File: src/rtl/mcht_rx_dec.sv
// Manchester receive decoder: oversampled RXD, start/stop framing,
// mid-bit resync, parallel message out with valid/error strobes.
module mcht_rx_dec #(
    parameter int pMSG_LEN = 8,
    parameter int pOSR     = 8
) (
    input  logic                CLK100M,
    input  logic                RST_N,
    input  logic                RXD,
    input  logic                EN,
    output logic [pMSG_LEN-1:0] RX_MSG,
    output logic                RX_VLD,
    output logic                RX_ERR,
    output logic                RX_BUSY
);

    localparam int PW = $clog2(pOSR);
    localparam int IW = (pMSG_LEN > 1) ? $clog2(pMSG_LEN) : 1;

    localparam logic [PW-1:0] PH_A   = PW'(pOSR / 4);
    localparam logic [PW-1:0] PH_B   = PW'(3 * pOSR / 4);
    localparam logic [PW-1:0] PH_LO  = PW'(pOSR / 2 - 1);
    localparam logic [PW-1:0] PH_HI  = PW'(pOSR / 2 + 1);
    localparam logic [PW-1:0] PH_MAX = PW'(pOSR - 1);
    localparam logic [IW-1:0] LAST   = IW'(pMSG_LEN - 1);

    typedef enum logic [1:0] {
        IDLE,
        START,
        DATA,
        STOP
    } state_t;

    state_t                state_q, state_d;
    logic [1:0]            sync_q;
    logic                  rxdp_q;
    logic [PW-1:0]         ph_q, ph_d;
    logic [IW-1:0]         bit_q, bit_d;
    logic                  a_q, a_d;
    logic [pMSG_LEN-1:0]   sh_q, sh_d;
    logic [pMSG_LEN-1:0]   msg_q, msg_d;
    logic                  vld_q, vld_d;
    logic                  err_q, err_d;

    logic rxd_s, edge_w, samp_a, samp_b, wrap, in_win;
    logic ok, bad, shift;

    assign rxd_s  = sync_q[1];
    assign edge_w = rxd_s ^ rxdp_q;
    assign samp_a = (ph_q == PH_A);
    assign samp_b = (ph_q == PH_B);
    assign wrap   = (ph_q == PH_MAX);
    assign in_win = (ph_q >= PH_LO) && (ph_q <= PH_HI);

    // Sync flops reset to the idle level so release never looks like a start.
    always_ff @(posedge CLK100M or negedge RST_N) begin
        if (!RST_N) begin
            state_q <= IDLE;
            sync_q  <= 2'b11;
            rxdp_q  <= 1'b1;
            ph_q    <= '0;
            bit_q   <= '0;
            a_q     <= 1'b1;
            sh_q    <= '0;
            msg_q   <= '0;
            vld_q   <= 1'b0;
            err_q   <= 1'b0;
        end else begin
            state_q <= state_d;
            sync_q  <= {sync_q[0], RXD};
            rxdp_q  <= rxd_s;
            ph_q    <= ph_d;
            bit_q   <= bit_d;
            a_q     <= a_d;
            sh_q    <= sh_d;
            msg_q   <= msg_d;
            vld_q   <= vld_d;
            err_q   <= err_d;
        end
    end

    always_comb begin
        state_d = state_q;
        ph_d    = wrap ? '0 : ph_q + PW'(1);
        bit_d   = bit_q;
        ok      = 1'b0;
        bad     = 1'b0;
        shift   = 1'b0;
        // A mid-bit edge near the centre means this cycle is pOSR/2.
        if ((state_q == START || state_q == DATA) && edge_w && in_win)
            ph_d = PH_HI;
        case (state_q)
            IDLE: begin
                ph_d = '0;
                if (rxdp_q && !rxd_s) begin
                    state_d = START;
                    ph_d    = PW'(1);
                end
            end
            START: begin
                if (samp_a && rxd_s) begin
                    state_d = IDLE;
                end else if (samp_b && !rxd_s) begin
                    bad     = 1'b1;
                    state_d = IDLE;
                end else if (wrap) begin
                    state_d = DATA;
                    bit_d   = '0;
                end
            end
            DATA: begin
                if (samp_b) begin
                    if (a_q == rxd_s) begin
                        bad     = 1'b1;
                        state_d = IDLE;
                    end else begin
                        shift = 1'b1;
                    end
                end else if (wrap) begin
                    if (bit_q == LAST) state_d = STOP;
                    else bit_d = bit_q + IW'(1);
                end
            end
            STOP: begin
                if (samp_b) begin
                    state_d = IDLE;
                    if (a_q && rxd_s) ok = 1'b1;
                    else bad = 1'b1;
                end
            end
            default: state_d = IDLE;
        endcase
        if (!EN) begin
            state_d = IDLE;
            ok      = 1'b0;
            bad     = 1'b0;
            shift   = 1'b0;
        end
    end

    always_comb begin
        a_d   = samp_a ? rxd_s : a_q;
        sh_d  = shift ? ((sh_q << 1) | pMSG_LEN'(rxd_s)) : sh_q;
        msg_d = ok ? sh_q : msg_q;
        vld_d = ok;
        err_d = bad;
    end

    assign RX_MSG  = msg_q;
    assign RX_VLD  = vld_q;
    assign RX_ERR  = err_q;
    assign RX_BUSY = (state_q != IDLE);

endmodule

File: config.mk
export PLATFORM = sky130hd
export DESIGN_NAME = mcht_rx_dec
export DESIGN_NICKNAME = d
export VERILOG_FILES = /design/src/rtl/mcht_rx_dec.sv
export SDC_FILE = /design/constraint.sdc
export NUM_CORES = 1
export LEC_CHECK = 0
export ABC_AREA = 1
export BUFFER_PORTS_ARGS = -buffer_cell sky130_fd_sc_hd__buf_4
export CORE_MARGIN = 4
export CORE_UTILIZATION = 30
export CTS_CLUSTER_DIAMETER = 40
export CTS_CLUSTER_SIZE = 12
export DETAILED_ROUTE_END_ITERATION = 10
export SYNTH_ARGS = -nofsm -noshare
export SYNTH_HDL_FRONTEND = slang
export SYNTH_SLANG_ARGS = --single-unit
File: constraint.sdc
create_clock -name CLK100M -period 2.11 [get_ports CLK100M]
set_input_delay 0.1055 -clock CLK100M [delete_from_list [all_inputs] [get_ports CLK100M]]
set_output_delay 0.1055 -clock CLK100M [all_outputs]
set_load 0.01 [all_outputs]
==> impl_metrics.csv <==
group,metric,value,unit
routing,drt_iter0_drc,46,
synthesis,syn-cell-area,1524,sq um
worst_setup_path,rrSetupSlack,370,ps
synthesis,synthArstFlopShare,1.000,
clocking,clockBufferDepth,2,
synthesis,synth_top_area_cell,"dfrtp_1",
die,die_h,79.28,um
global_routing,track_usage,0.1040,
sta,setup_tns,0,ps
synthesis,post-synth-top-count-cell,"nand2_1",
outcome,status,"complete, no violations",
clocking,clk_pin_slew,60,ps
place,hpwlAfterDp,2.044,mm
synthesis,yosysWarnings,0,
synthesis,netlist_instances,167,
sta,grt_setup_unrepaired,"false",
global_routing,grt_pass1_wl,5.030,mm
place,dp_cells,247,
cells_and_area,design_area,1834,sq um
cells_and_area,diodes,0,
pwr,switchingPower,512.6,uW
synthesis,syn_avg_cell_area,9.126,sq um
cells_and_area,layout.cells.non_filler,257,
die,rows,25,
pwr,internal_power,1.171,mW
die,die_area,6285,sq um
clocking,clock_latency,290,ps
sta,setup_violations,0,
routing,vias,1151,
worst_setup_path,cp_max_fo,12,
pwr,peakVddDrop,634.4,uV
routing,dr_wl_met2,1.243,mm
routing,routed_wl,2.898,mm
clocking,cts_tree,"built",
die,core,4817,sq um
pwr,power.share.clock,0.358,
sta,relSlewSlack,0.7450,
synthesis,synth.net_count,185,
worst_setup_path,crit_type,"reg2reg",
worst_setup_path,path_delay_family,"simple AND/OR/NAND/NOR gates",
sta,max_freq,575.7,MHz
worst_setup_path,cp-end-kind,"flip-flop",
worst_setup_path,start_kind,"flip-flop",
place,place_area,1698,sq um
global_routing,grt_max_degree,31,
cells_and_area,area_delta_synth_final,20.36,%
synthesis,ys_types,20,
routing,drc,0,
cells_and_area,layout-drive-gt1-share,0.1895,
sta,period_share,0.8232,
synthesis,synth-seq-cells,30,
sta,final_max_slew_viol_count,0,
worst_hold_path,hold_class,"in2reg",
worst_setup_path,path_cells,"inv_1, ha_1, nand3_2, nor2_4, mux2_2",
cells_and_area,nets,207,
synthesis,synth_common_cells,"43 x nand2_1, 26 x dfrtp_1, 21 x inv_1",
worst_setup_path,max_stage_delay,430,ps
global_routing,antenna_found_initial,0,
flow_run,drv_cap,0,
place,numPortBuffers,14,
synthesis,synth_top_area_frac,0.4269,
pwr,seqPwrFrac,0.408,
synthesis,synth_area_leaders,"dfrtp_1 43%, ha_1 11%, nand2_1 11%",
clocking,htreeDepth,2,
die,die_x,79.28,um
sta,worst_pin_slew,382.5,ps
routing,wl_per_cell,11.28,um
routing,via_per_inst,4.479,
pwr,power_density,917.9,nW/um^2
routing,highest_layer,"met4",
sta,fin_skew,6.176,ps
routing,dr_wl_met3,201,um
worst_setup_path,worst-path-buf-inv,1,
worst_setup_path,critical_path_arrival,1900,ps
global_routing,grt-ovfl-total,0,
worst_setup_path,critical_path_depth,5,
synthesis,synth_seq_area_share,0.4959,
clocking,ctsResizeCount,0,
pwr,total_power,1.684,mW
clocking,cts_sinks,30,
clocking,ctsHoldBuffers,2,
die,initial_utilization,0.3164,
routing,ant_nets,0,
clocking,postCtsSetupBuffers,0,
worst_hold_path,whs_path_depth,3,
routing,drtPass1Iterations,5,
pwr,power_leakage,0.9605,nW
synthesis,synth_edf_count,0,
worst_setup_path,crit_required,2280,ps
synthesis,ys.flop_type,"dfrtp_1",
clocking,ctsRootBufferMaster,"clkbuf_8",
sta,finalHoldViolations,0,
routing,wl_met1,1.381,mm
pwr,comb_power_share,0.233,
place,place.gp.congestion,0.7758,
worst_setup_path,crit_slowest_cell,"dfrtp_1",
pwr,switching_share,0.3045,
worst_setup_path,r2r_cells,5,
global_routing,grt_pass1_vias,1122,
sta,min_period,1737,ps
die,io_pins,15,
clocking,cts_inserted_buffers,5,
==> tightest hold or removal path: stages <==
cell     delay [ps]
buf_4           130
nand2_1          90
a21oi_1          50
==> state kept, by name, indices dropped and copies added, names as in the netlist <==
signal and count:
bit_q 3, sync_q 2, RX_ERR 1, RX_VLD 1
sh_q 8, ph_q 3, RX_MSG 8, state_q 2
a_q 1, rxdp_q 1
==> final cells by class <==
cell class              count  area, sq um
fillers                   504         2983
flip-flops and latches     30        755.7
multi-input cells         114        670.6
repair buffers             16        125.1
clock buffers               7        86.33
well taps                  67        83.83
inverters                  22        82.58
clock inverters             1        30.03
==> final timing paths <==
check,to,from
worst max-delay path,RX_MSG[7],ph_q[0]
worst min-delay path,RX_ERR,EN
worst max register to register,RX_MSG[7],ph_q[0]
max in group asynchronous,a_q,RST_N
min in group asynchronous,RX_MSG[2],RST_N
worst min register to register,sync_q[1],sync_q[0]
==> per-layer routing <==
| layer | GRT usage | vias up |
|---|---|---|
| met2 | 0.1574 | 32 |
| met1 | 0.1276 | 538 |
| li1 | - | 573 |
| met4 | 0.06014 | 0 |
| met5 | 0 | - |
| met3 | 0.03628 | 8 |
==> stage by stage <==
stage | hold WS [ps] | worst slack, ps | util
final | 140.6 | 373.0 | 0.3808
after CTS | 123.0 | 380.1 | 0.3808
after global routing | 148.6 | 245.6 | 0.3808
after detailed placement | 59.51 | 380.1 | 0.3525
after global placement | 58.98 | 438.3 | 0.3525
after floorplan | -190.1 | 581.7 | -
==> power by group through the flow <==
| stage | combinational (mW) | sequential [mW] | clock [mW] |
|---|---|---|---|
| after floorplan | 0.279 | 0.681 | 0 |
| after global placement | 0.376 | 0.691 | 0 |
| after detailed placement | 0.389 | 0.693 | 0 |
| after CTS | 0.393 | 0.685 | 0.620 |
| after global routing | 0.451 | 0.693 | 0.641 |
| final | 0.393 | 0.687 | 0.603 |
==> placed cells by master (no fill, tap or decap) <==
cell type,count
inv_1,21
nand3_2,1
buf_4,14
clkbuf_1,1
mux2_2,2
nor2_1,17
o21ai_0,11
mux2_4,3
nand2_2,1
nor2_4,2
dfrtp_1,26
dlygate4sd3_1,2
bufinv_16,1
nand2_1,43
a21boi_0,1
nand3_1,8
nand4_1,2
clkbuf_8,6
ha_1,14
or2_2,1
dfstp_2,4
nor3b_1,1
a21oi_1,7
inv_2,1
==> kinds of logic (layout without fill, tap and decap cells) <==
logic type | Yosys count | in the layout | synth area share
AND/OR/NAND/NOR | 76 | 76 | 0.2168
flip-flops | 30 | 30 | 0.4959
buffers and inverters | 23 | 46 | 0.06404
AO/OA/AOI/OAI | 19 | 19 | 0.06404
adder cells (fa/ha/maj) | 14 | 14 | 0.1149
multiplexers | 5 | 5 | 0.04433
(Power assumes the default switching activity.)
